[src/rtl/fpt_telemetry_sched_pkg.sv]
// Shared constants, frame layout and state encoding for the telemetry scheduler.
// FRAME_BYTES follows FPT_FRAME_CKSUM_EN (5 bytes with checksum, 4 without).
package fpt_telem_pkg;

   localparam logic [7:0] SYNC_BYTE = 8'hA5;

   localparam logic [3:0] TYPE_VETO = 4'd1;
   localparam logic [3:0] TYPE_ATT  = 4'd2;
   localparam logic [3:0] TYPE_HB   = 4'd3;

   typedef enum logic [2:0] {
      ST_IDLE,
      ST_LOAD,
      ST_START,
      ST_DATA,
      ST_STOP
   } state_t;

`ifdef FPT_FRAME_CKSUM_EN
   localparam int FRAME_BYTES = 5;
`else
   localparam int FRAME_BYTES = 4;
`endif

   function automatic logic [7:0] sat_add8(input logic [7:0] a, input logic [1:0] b);
      logic [8:0] s;
      s = {1'b0, a} + {7'b0, b};
      return s[8] ? 8'hFF : s[7:0];
   endfunction

endpackage

[src/rtl/fpt_uart_byte_tx.sv]
// 8N1 byte serialiser: baud counter plus START/DATA/STOP shifter, LSB first.
// done is high in the final STOP cycle so the next byte can be loaded without a gap.
module fpt_uart_byte_tx
   import fpt_telem_pkg::*;
#(
   parameter int CLKS_PER_BIT = 1233
) (
   input  logic       clk,
   input  logic       rst_n,
   input  logic       load,
   input  logic [7:0] tx_byte,
   output logic       tx,
   output logic       done
);

   localparam int            CW       = $clog2(CLKS_PER_BIT);
   localparam logic [CW-1:0] CNT_LAST = CW'(CLKS_PER_BIT - 1);

   state_t        state;
   logic [CW-1:0] cnt;
   logic [2:0]    bit_idx;
   logic [7:0]    shreg;
   logic          bit_end;

   assign bit_end = (cnt == CNT_LAST);
   assign done    = (state == ST_STOP) && bit_end;

   always_ff @(posedge clk or negedge rst_n) begin
      if (!rst_n) begin
         state   <= ST_IDLE;
         cnt     <= '0;
         bit_idx <= '0;
         shreg   <= '0;
         tx      <= 1'b1;
      end else if (load && (state == ST_IDLE || done)) begin
         state   <= ST_START;
         cnt     <= '0;
         bit_idx <= '0;
         shreg   <= tx_byte;
         tx      <= 1'b0;
      end else begin
         case (state)
            ST_IDLE: begin
               cnt <= '0;
               tx  <= 1'b1;
            end
            ST_START: begin
               if (bit_end) begin
                  state <= ST_DATA;
                  cnt   <= '0;
                  tx    <= shreg[0];
               end else begin
                  cnt <= cnt + 1'b1;
               end
            end
            ST_DATA: begin
               if (bit_end) begin
                  cnt <= '0;
                  if (bit_idx == 3'd7) begin
                     state <= ST_STOP;
                     tx    <= 1'b1;
                  end else begin
                     // shreg[1] is the bit that becomes shreg[0] after this shift
                     bit_idx <= bit_idx + 3'd1;
                     shreg   <= {1'b0, shreg[7:1]};
                     tx      <= shreg[1];
                  end
               end else begin
                  cnt <= cnt + 1'b1;
               end
            end
            ST_STOP: begin
               if (bit_end) begin
                  state <= ST_IDLE;
                  cnt   <= '0;
               end else begin
                  cnt <= cnt + 1'b1;
               end
            end
            default: state <= ST_IDLE;
         endcase
      end
   end

endmodule

[src/rtl/fpt_telemetry_sched.sv]
// Fixed-priority telemetry scheduler (VETO > ATT > HB) framing messages onto uart_tx.
// Define FPT_FRAME_CKSUM_EN to append the B1^B2^B3 checksum byte.
module fpt_telemetry_sched
   import fpt_telem_pkg::*;
#(
   parameter int CLKS_PER_BIT = 1233,
   parameter int HB_CYCLES    = 142000000
) (
   input  logic        clk_142mhz,
   input  logic        rst_n,
   input  logic        veto_in,
   input  logic [1:0]  attention_level,
   input  logic [15:0] motor_correction,
   input  logic        tx_enable,
   output logic        uart_tx,
   output logic        busy,
   output logic        frame_done,
   output logic [7:0]  drop_cnt
);

   localparam int            TW      = $clog2(HB_CYCLES);
   localparam logic [TW-1:0] HB_LAST = TW'(HB_CYCLES - 1);
   localparam logic [2:0]    N_BYTES = 3'(FRAME_BYTES);

   state_t        state;
   logic          veto_d;
   logic [1:0]    att_d;
   logic [TW-1:0] hb_timer;
   logic          pend_veto, pend_att, pend_hb;
   logic [15:0]   snap_corr;
   logic [1:0]    snap_lvl;
   logic [3:0]    seq;
   logic [7:0]    veto_cnt;
   logic [3:0]    frm_type;
   logic [15:0]   frm_payload;
   logic [2:0]    byte_idx;

   logic          ev_veto, ev_att, ev_hb;
   logic          start_frame, grant_veto, grant_att, grant_hb;
   logic [1:0]    drops;
   logic          more_bytes, byte_load, byte_done;
   logic [7:0]    byte_data;

   function automatic logic [7:0] frame_byte(input logic [2:0]  idx,
                                             input logic [3:0]  ftype,
                                             input logic [3:0]  fseq,
                                             input logic [15:0] pay);
      case (idx)
         3'd0:    frame_byte = SYNC_BYTE;
         3'd1:    frame_byte = {ftype, fseq};
         3'd2:    frame_byte = pay[15:8];
         3'd3:    frame_byte = pay[7:0];
`ifdef FPT_FRAME_CKSUM_EN
         3'd4:    frame_byte = {ftype, fseq} ^ pay[15:8] ^ pay[7:0];
`endif
         default: frame_byte = 8'h00;
      endcase
   endfunction

   assign ev_veto = veto_in & ~veto_d;
   assign ev_att  = (attention_level != att_d);
   assign ev_hb   = (hb_timer == HB_LAST);

   assign start_frame = (state == ST_IDLE) && tx_enable && (pend_veto | pend_att | pend_hb);
   assign grant_veto  = start_frame & pend_veto;
   assign grant_att   = start_frame & ~pend_veto & pend_att;
   assign grant_hb    = start_frame & ~pend_veto & ~pend_att & pend_hb;

   // A same-edge event for the winner re-arms its flag without counting as a drop
   assign drops = {1'b0, ev_veto & pend_veto & ~grant_veto}
                + {1'b0, ev_att  & pend_att  & ~grant_att}
                + {1'b0, ev_hb   & pend_hb   & ~grant_hb};

   assign more_bytes = (byte_idx != N_BYTES);
   assign byte_load  = (state == ST_LOAD) || ((state == ST_START) && byte_done && more_bytes);
   assign byte_data  = frame_byte(byte_idx, frm_type, seq, frm_payload);

   // The top only sequences frames: after LOAD it parks in ST_START while the
   // byte transmitter walks its own START/DATA/STOP states for every byte.
   always_ff @(posedge clk_142mhz or negedge rst_n) begin
      if (!rst_n) begin
         state      <= ST_IDLE;
         busy       <= 1'b0;
         frame_done <= 1'b0;
         drop_cnt   <= '0;
         seq        <= '0;
         veto_cnt   <= '0;
         pend_veto  <= 1'b0;
         pend_att   <= 1'b0;
         pend_hb    <= 1'b0;
         hb_timer   <= '0;
         veto_d     <= 1'b0;
         att_d      <= '0;
         byte_idx   <= '0;
      end else begin
         veto_d     <= veto_in;
         att_d      <= attention_level;
         hb_timer   <= ev_hb ? '0 : hb_timer + 1'b1;
         pend_veto  <= ev_veto | (pend_veto & ~grant_veto);
         pend_att   <= ev_att  | (pend_att  & ~grant_att);
         pend_hb    <= ev_hb   | (pend_hb   & ~grant_hb);
         drop_cnt   <= sat_add8(drop_cnt, drops);
         veto_cnt   <= veto_cnt + {7'b0, ev_veto};
         frame_done <= 1'b0;

         case (state)
            ST_IDLE: begin
               if (start_frame) begin
                  state    <= ST_LOAD;
                  busy     <= 1'b1;
                  byte_idx <= '0;
               end
            end
            ST_LOAD: begin
               state    <= ST_START;
               byte_idx <= 3'd1;
            end
            ST_START: begin
               if (byte_done) begin
                  if (more_bytes) begin
                     byte_idx <= byte_idx + 3'd1;
                  end else begin
                     state      <= ST_IDLE;
                     busy       <= 1'b0;
                     frame_done <= 1'b1;
                     seq        <= seq + 4'd1;
                  end
               end
            end
            default: state <= ST_IDLE;
         endcase
      end
   end

   always_ff @(posedge clk_142mhz) begin
      if (ev_veto) snap_corr <= motor_correction;
      if (ev_att)  snap_lvl  <= attention_level;
      if (start_frame) begin
         frm_type    <= grant_veto ? TYPE_VETO : (grant_att ? TYPE_ATT : TYPE_HB);
         frm_payload <= grant_veto ? snap_corr : {14'b0, snap_lvl};
      end else if ((state == ST_LOAD) && (frm_type == TYPE_HB)) begin
         frm_payload <= {drop_cnt, veto_cnt};
      end
   end

   fpt_uart_byte_tx #(
      .CLKS_PER_BIT (CLKS_PER_BIT)
   ) u_byte_tx (
      .clk     (clk_142mhz),
      .rst_n   (rst_n),
      .load    (byte_load),
      .tx_byte (byte_data),
      .tx      (uart_tx),
      .done    (byte_done)
   );

endmodule

[config.mk]
export PLATFORM = sky130hd
export DESIGN_NAME = fpt_telemetry_sched
export DESIGN_NICKNAME = d
export VERILOG_FILES = /design/src/rtl/fpt_telemetry_sched_pkg.sv /design/src/rtl/fpt_uart_byte_tx.sv /design/src/rtl/fpt_telemetry_sched.sv
export SDC_FILE = /design/constraint.sdc
export NUM_CORES = 1
export LEC_CHECK = 0
export BUFFER_PORTS_ARGS = -buffer_cell sky130_fd_sc_hd__clkbuf_2
export CORE_MARGIN = 2
export CORE_UTILIZATION = 60
export CTS_CLUSTER_DIAMETER = 50
export DETAILED_ROUTE_END_ITERATION = 6
export PLACE_DENSITY = 0.78
export SYNTH_ARGS = -nofsm -noshare
export SYNTH_HDL_FRONTEND = slang
export SYNTH_SLANG_ARGS = --single-unit
[constraint.sdc]
create_clock -name clk_142mhz -period 6.35 [get_ports clk_142mhz]
set_input_delay 0.635 -clock clk_142mhz [delete_from_list [all_inputs] [get_ports clk_142mhz]]
set_output_delay 0.635 -clock clk_142mhz [all_outputs]
set_load 0.02 [all_outputs]
==> impl_results.md, run 1 <==
* FFs w/ async S/R, synth at 0.707
* Final hold violations at 0
* # IOs at 33
* Warnings from Yosys at 0
* CTS buffer count at 17
* Slew headroom at 0.151
* Wire length per cell at 16.4 um
* First-pass GRT wire length at slightly above 20 mm
* Via count at 4274
* Max Transition Viols Final at 0
* Vias per Instance at 5.88
* Die X at ~100 um
* Psw at 0.888 mW
* Pleak at 2.92 nW
* Pre-antenna DRT Iters at 5
* Kind of critical path: register to register
* Worst-Margin Slew at 1.26 ns
* Endpoint class of the critical path: register
* Tcrit/Tclk final at 0.542
* Critical path's top delay family: simple AND/OR/NAND/NOR gates
* Status: finished, final reports clean
* Post-CTS Setup Inserts at 0
* CP max-delay cell: fa_1
* Fmax at 291 MHz
* Row Count at 36
* Area growth, synth to finish at 13.2%
* Starting density of the core at 0.620
* CTS tree: yes
* Num Clock Sinks at 123
* Reg-to-reg critical path startpoint: hb_timer[7]
* Pwr/cell area at 393 nW/um^2
* Biggest cell delay along the critical path at 0.54 ns
* Synth Area in Simple Gates at 0.192
* # DRC at 0
* Input/output buffers at 32
* Sequential-to-total area share from yosys stat at 0.538
* Largest family of logic cells by synthesized area: simple AND/OR/NAND/NOR gates
* Mapped Cells at 547
* Total die area at 10900 um^2
* Netlist cell types at 69
* Combinational power share at 0.213
* R2R Path End: drop_cnt[0]
* Syn nets at 590
* Power share of the clock group at 0.354
* CP Max Fanout at 6
* GPL Wtd Cong at 0.892
* Setup_tns at 0 ns
* Fin util at 0.702
* Setup WS post-layout at 2.91 ns
* VDD IR max at 275 uV
* Syn_area_per_cell at 11.1 um^2
* Hold crit path type: primary input to register
* Pre-CTS WS at 3.01 ns
* RSZ-0062 raised after global routing: false
* Seq. cell area at 3260 um^2
* R2R setup slack at slightly below 3 ns
* Routed wire length at 11.9 mm
* Hpwl dp at roughly 7.6 mm
* Net Sw Frac at 0.329
* Total grt overflow at 0
* GRT Total Usage at 0.236
* Initial DRC Count at 320
* Area of the multi-input gates at 2600 um^2
* Die height at between 100 and 150 um
* Mapped Area at 6060 um^2
* Reg power frac at 0.433
* Total Nets Final at approximately 620
* Post-cts resize count at 0
* Req. time, crit path at 6.75 ns
* Fillers at ~700
* Worst hold slack at about 0.23 ns
* Arr. time, crit path at 3.84 ns
* Reg2reg path depth at 13
* Post-Synth XOR/XNOR Area at 0.0694
* Critical path endpoint: drop_cnt[0]
* Worst skew pair latency at 0.52 ns
* EDFF count, synth at 36
* Clock Tree Root: clkbuf_8
* Largest net degree at the start of global routing at 88
* Count of final setup violators at 0
* Clock tree buffer depth at 2
* Hold_buf cts at 0
* Initial antenna violation count at 0
* Clock transition at the registers of the reported paths at around 0.06 ns
* Startpoint Class: register
* Hold_sp: veto_in
* Crit-path cells: or4_1 > nor2_1 > nand3_1 > nor4_2 > o311ai_0 > fa_1 > inv_1 > ha_1 > fa_1 > nand2_1 > nor2_1 > nand3_1 > nand2b_1
* Number of global-route vias before repair at 4211
* Crit path buf inv count at 1
* FF+latch count, synth at 123
* Crit path from: hb_timer[7]
* Final Critical Period at 3.44 ns
* Final Skew at 0.00731 ns
* H-tree depth at 4
* Instance count on the critical path at 13
* Antenna Cells at 0
* Max Cap Viol at 0
* ANT nets after route at 0
* Synth Area in Compound Gates at 0.0981
* Most used DFF post-synth: dfrtp_1
* Layout cells sized above 1 at 0.158
* Mux contribution to synthesized area at 0.0244
* CORE AREA at 9770 um^2
* Adder and majority gate portion of the synthesized area at 0.0458
* Internal at 1.81 mW
-- power by group through the flow --
| stage | clock network [mW] | registers [mW] | logic (mW) |
|---|---|---|---|
| 6_report | 0.955 | 1.17 | 0.576 |
| 5_1_grt | 1.01 | 1.19 | 0.649 |
| 2_1_floorplan | 0 | 1.14 | 0.443 |
| 3_3_place_gp | 0 | 1.17 | 0.542 |
| 3_5_place_dp | 0 | 1.17 | 0.566 |
| 4_1_cts | 0.972 | 1.16 | 0.580 |
-- cell families (layout without fill, tap and decap cells) --
kind of cell | after synthesis | in the layout
compound gates | 80 | 80
xor+xnor | 48 | 48
fa+ha+maj | 21 | 21
buf+inv | 35 | 82
flops | 123 | 123
mux | 14 | 14
simple gates | 226 | 226
-- state kept, by name, summed over array words and instances (netlist names), 2 cells and up --
signal,cells
u_byte_tx.bit_idx,3
frm_type,2
snap_lvl,2
snap_corr,16
u_byte_tx.shreg,8
veto_cnt,8
byte_idx,3
u_byte_tx.state,3
state,2
drop_cnt,8
seq,4
u_byte_tx.cnt,11
frm_payload,16
att_d,2
hb_timer,28
-- worst register-to-register path, delay by kind of cell, from the launching register on --
| family | cells | cell delay, ns |
|---|---|---|
| and+or+nand+nor | 8 | 1.45 |
| adders and majority gates | 3 | 1.18 |
| DFF | 1 | 0.44 |
| AOI/OAI and AO/OA | 1 | 0.22 |
| buffers and inverters | 1 | 0.04 |
-- layout by cell type (no fill, tap or decap), types with 4 or more instances in the layout --
cell	n
xor2_1	22
a221oi_2	4
clkbuf_16	16
or2_2	4
a31oi_1	4
and3_1	4
nand3_1	34
nor2_1	49
inv_8	4
o21ai_0	24
nor2b_1	5
clkinv_4	4
nand2_1	74
clkbuf_2	31
mux2i_1	8
dfrtp_1	86
xnor2_1	26
nor3_1	10
a21oi_1	13
inv_1	15
nand4_1	15
mux2_2	6
edfxtp_1	36
ha_1	19
-- metal layers --
layer / global-route usage / up-vias / share of wire
met4: 0.0956 / 0 / 0.016
met3: 0.0583 / 17 / 0.039
met1: 0.311 / 2119 / 0.45
met2: 0.376 / 111 / 0.50
li1: - / 2027 / -
met5: 0 / - / 0
-- metrics by stage --
step	std cells	power (mW)	area, um^2
finish	727	2.70	6860
detailed placement	695	1.74	6270
CTS	727	2.71	6860
global placement	695	1.71	6270
global route	727	2.84	6860
floorplan	547	1.58	6060
-- how the worst min path moves through the flow --
stage             endpoint  slack (ns)  depth (start not counted)
2_1_floorplan     att_d[0]        0.34                          0
3_3_place_gp   veto_cnt[7]        0.46                          1
3_5_place_dp   veto_cnt[7]        0.47                          1
4_1_cts             veto_d        0.21                          1
5_1_grt             veto_d        0.21                          1
6_report            veto_d        0.23                          1
-- synth_stat cells (3+ instances only) --
| master | number | share of area |
|---|---|---|
| dfrtp_1 | 86 | 0.36 |
| nor4bb_1 | 3 | 0.0050 |
| nand2b_1 | 3 | 0.0031 |
| nand2_1 | 74 | 0.046 |
| nor2b_1 | 5 | 0.0052 |
| a221o_2 | 3 | 0.0056 |
| ha_1 | 19 | 0.039 |
| xor2_1 | 22 | 0.032 |
| nor2_1 | 49 | 0.030 |
| edfxtp_1 | 36 | 0.18 |
| xnor2_1 | 26 | 0.038 |
| o21ai_0 | 24 | 0.020 |
| a221oi_2 | 4 | 0.0099 |
| a31oi_1 | 4 | 0.0041 |
| o31ai_1 | 3 | 0.0037 |
| or2_2 | 4 | 0.0041 |
| nand4_1 | 15 | 0.015 |
| buf_4 | 3 | 0.0037 |
| a21o_1 | 3 | 0.0037 |
| inv_1 | 15 | 0.0093 |
| nand3_1 | 34 | 0.028 |
| a22o_1 | 3 | 0.0043 |
| buf_6 | 5 | 0.0093 |
| and3_1 | 4 | 0.0041 |
| nor3_1 | 10 | 0.0083 |
| mux2_2 | 6 | 0.011 |
| a21oi_1 | 13 | 0.011 |
| mux2i_1 | 8 | 0.013 |
| clkbuf_1 | 10 | 0.0062 |
-- final cells by class --
cell class / instances / area share
inverters: 16 / 0.00876
clock inverters: 15 / 0.0261
flip-flops and latches: 123 / 0.475
repair buffers: 34 / 0.0259
multi-input cells: 389 / 0.379
well taps: 133 / 0.0243
clock buffers: 17 / 0.0604
(Power assumes the default switching activity.)
==> run 2: changes to the inputs <==
Settings changed: ABC_AREA set to 1.
Clock period 6.35 ns to 3.2 ns, I/O delays scaled along.
==> run 2 against run 1 <==
Against the previous run:
- non-clock buffer count rose by 27
- synthesized cell count rose by 27%
- largest power group unchanged
- register-to-register slack got worse by 2.7 ns
- hold slack improved by 0.026 ns
- clock-buffer cell count rose by 1
- synthesized area rose by 3.6%
- largest cell class unchanged
==> impl_results.md, run 2 <==
* Pwr/cell area at 557 nW/um^2 (+42%)
* Input/output buffers at 32 (unchanged)
* Tcrit/Tclk final at 0.946 (+0.404)
* Worst skew pair latency at 0.53 ns (about the same)
* Largest register by flop count: hb_timer
* Placed Cells at 858 (+23%)
* Initial antenna violation count at 0 (unchanged)
* Die height at 106 um (+1.7%)
* Via count at 5093 (+19%)
* ANT nets after route at 0 (unchanged)
* First-pass GRT wire length at 23.8 mm (+17%)
* Fillers at 740 (+5.3%)
* Reg power frac at 0.452 (+0.019)
* Req. time, crit path at 3.60 ns (-3.15 ns)
* Clock Tree Root: clkbuf_8
* Crit-path cells: ha_1 > nand2_1 > nor2_2 > nand2_1 > nor2_2 > nand4_1 > fa_1 > inv_1 > ha_1 > fa_1 > nand2_2 > nor4_4 > o21ai_1 > o21ai_0
* Netlist cell types at 43 (-38%)
* Final Critical Period at 3.03 ns (-0.413 ns)
* Die X at 106 um (+1.7%)
* Max Transition Viols Final at 0 (unchanged)
* Non-filler cells, final at 910 (+25%)
* Sequential-to-total area share from yosys stat at 0.520 (-0.0185)
* Most used DFF post-synth: dfrtp_1
* Post-synth top cells: 140 x nand2_1, 87 x inv_1, 86 x dfrtp_1
* Total power at 4.10 mW (+52%)
* CTS tree: yes
* H-tree depth at 4 (unchanged)
* CP Max Fanout at 4 (-2)
* Slew headroom at 0.500 (+0.348)
* Mapped Cells at 694 (+27%)
* Hold crit path type: primary input to async pin
* Total grt overflow at 0 (unchanged)
* FF+latch count, synth at 123 (unchanged)
* Num Clock Sinks at 123 (unchanged)
* Max FFs per register at 28 (unchanged)
* Clock transition at the registers of the reported paths at 0.06 ns (about the same)
* Total die area at 11300 um^2 (+3.4%)
* Seq. cell area at 3260 um^2 (unchanged)
* # DRC at 0 (unchanged)
* Biggest cell delay along the critical path at 0.50 ns (-0.04 ns)
* Wire length per cell at 15.5 um (-5.4%)
* Synth top area share at 0.343 (-0.0122)
* # IOs at 33 (unchanged)
* Total Nets Final at 804 (+29%)
* Area of the multi-input gates at 2610 um^2 (+0.14%)
* Pre-antenna DRT Iters at 5 (unchanged)
* EDFF count, synth at 36 (unchanged)
* GRT Total Usage at 0.273 (+0.0374)
* Row Count at 37 (+2.8%)
* CTS buffer count at 17 (unchanged)
* GPL Wtd Cong at 0.917 (+2.9%)
* Initial DRC Count at 361 (+13%)
* Area growth, synth to finish at 17.4%
* VDD IR max at 635 uV (+130%)
* Synth top area cells: dfrtp_1 34%, edfxtp_1 17%, nand2_1 8.4%
* Crit path buf inv count at 1 (unchanged)
* Vias per Instance at 5.60 (-4.8%)
* Status: finished, final reports clean
* Starting density of the core at 0.613 (-0.00663)
* Combinational power share at 0.124 (-0.089)
* Worst-Margin Slew at 0.748 ns (-0.513 ns)
* Syn_area_per_cell at 9.04 um^2 (-18%)
* Internal at 2.97 mW (+64%)
* Antenna Cells at 0 (unchanged)
* Max Cap Viol at 0 (unchanged)
* FFs w/ async S/R, synth at 0.707 (unchanged)
* Fmax at 330 MHz (+14%)
* Synth area leader: dfrtp_1
* Critical path's top delay family: adder cells
* Power share of the clock group at 0.423 (+0.069)
* Count leader, synth: nand2_1
* Pleak at 3.51 nW (+20%)
* Mapped Area at 6270 um^2 (+3.6%)
* CP max-delay cell: fa_1
* Hpwl dp at 9.59 mm (+25%)
* Most frequent cells in the layout: 138 x nand2_1, 87 x inv_1, 86 x dfrtp_1, 71 x nand3_1, 53 x nor2_1
* CORE AREA at 10200 um^2 (+4.7%)
* Endpoint class of the critical path: register
* Layout cells sized above 1 at 0.149 (-0.00967)
* Syn nets at 737 (+25%)
* Largest net degree at the start of global routing at 32 (-64%)
* Routed wire length at 14.1 mm (+18%)
* Net Sw Frac at 0.277 (-0.0521)
* Psw at 1.14 mW (+28%)
* Count of final setup violators at 0 (unchanged)
* Kind of critical path: register to register
* Final Skew at 0.0115 ns (+0.00421 ns)
* Most common cell after layout, fill and taps aside: nand2_1
* Warnings from Yosys at 0 (unchanged)
* Final hold violations at 0 (unchanged)
* Number of global-route vias before repair at 5001 (+19%)
* Startpoint Class: register
* Clock tree buffer depth at 2 (unchanged)
* Arr. time, crit path at 3.43 ns (-0.41 ns)
* Biggest regs: hb_timer (28), frm_payload (16), snap_corr (16)
-- run 2: logic make-up after synthesis --
logic type,synth area share
compound gates,0.0550
buf+inv,0.0686
fa+ha+maj,0.0443
simple gates,0.262
xor+xnor,0.0503
flops,0.520
-- run 2: path summary, 6_finish.rpt --
kind	slack [ns]	cells after the start	startpoint	endpoint
min in group clk_142mhz	0.32	6	tx_enable	frm_type[0]
hold reg to reg	0.47	2	u_byte_tx.tx	u_byte_tx.tx
setup reg to reg	0.17	14	hb_timer[0]	drop_cnt[7]
hold / removal	0.25	2	rst_n	u_byte_tx.cnt[4]
max in group asynchronous	2.20	3	rst_n	u_byte_tx.tx
setup / recovery	0.17	14	hb_timer[0]	drop_cnt[7]
-- run 2: what timing repair did --
| action | 4_1_cts | 5_1_grt |
|---|---|---|
| resized for setup | 0 | 6 |
| endpoints found under the hold margin | 48 | 0 |
| setup endpoints to repair | 0 | 8 |
| hold buffers | 20 | 0 |
| buffers inserted | 0 | 0 |
-- run 2: power groups by stage --
stage / registers [mW] / logic [mW] / clock network, mW
floorplan: 1.91 / 0.239 / 0
global placement: 1.87 / 0.420 / 0
detailed placement: 1.87 / 0.453 / 0
CTS: 1.85 / 0.481 / 1.76
global route: 1.87 / 0.572 / 1.85
finish: 1.86 / 0.510 / 1.74
-- run 2: layout make-up --
type / instances / area share
clock buffer: 18 / 0.0567
clock inverter: 14 / 0.0170
inverter: 95 / 0.0484
multi-input combinational: 463 / 0.354
sequential: 123 / 0.443
tap: 136 / 0.0231
timing repair buffer: 61 / 0.0584
-- run 2: worst register-to-register path: cells and delay by family, from the launching register on --
family          cells  cell delay [ns]
compound gates      2             0.25
fa+ha+maj           4             1.39
buf+inv             1             0.04
flops               1             0.39
simple gates        7             0.84
-- run 2: per-layer routing --
metal	track usage	up-vias	wire length [um]
met5	0	-	0
li1	-	2436	-
met1	0.348	2437	5920
met4	0.0912	0	238
met3	0.0858	27	895
met2	0.446	193	7080
-- run 2: metrics by stage --
step / area, um^2 / utilization / TNS, ns / hold slack (ns) / setup WS (ns)
2_1_floorplan: 6270 / - / 0 / 0.0244 / 0.177
3_3_place_gp: 6600 / 0.645 / 0 / 0.265 / 0.289
3_5_place_dp: 6600 / 0.645 / 0 / 0.268 / 0.0301
4_1_cts: 7340 / 0.718 / 0 / 0.240 / 0.0128
5_1_grt: 7370 / 0.720 / -0.0391 / 0.271 / -0.0193
6_report: 7370 / 0.720 / 0 / 0.251 / 0.171
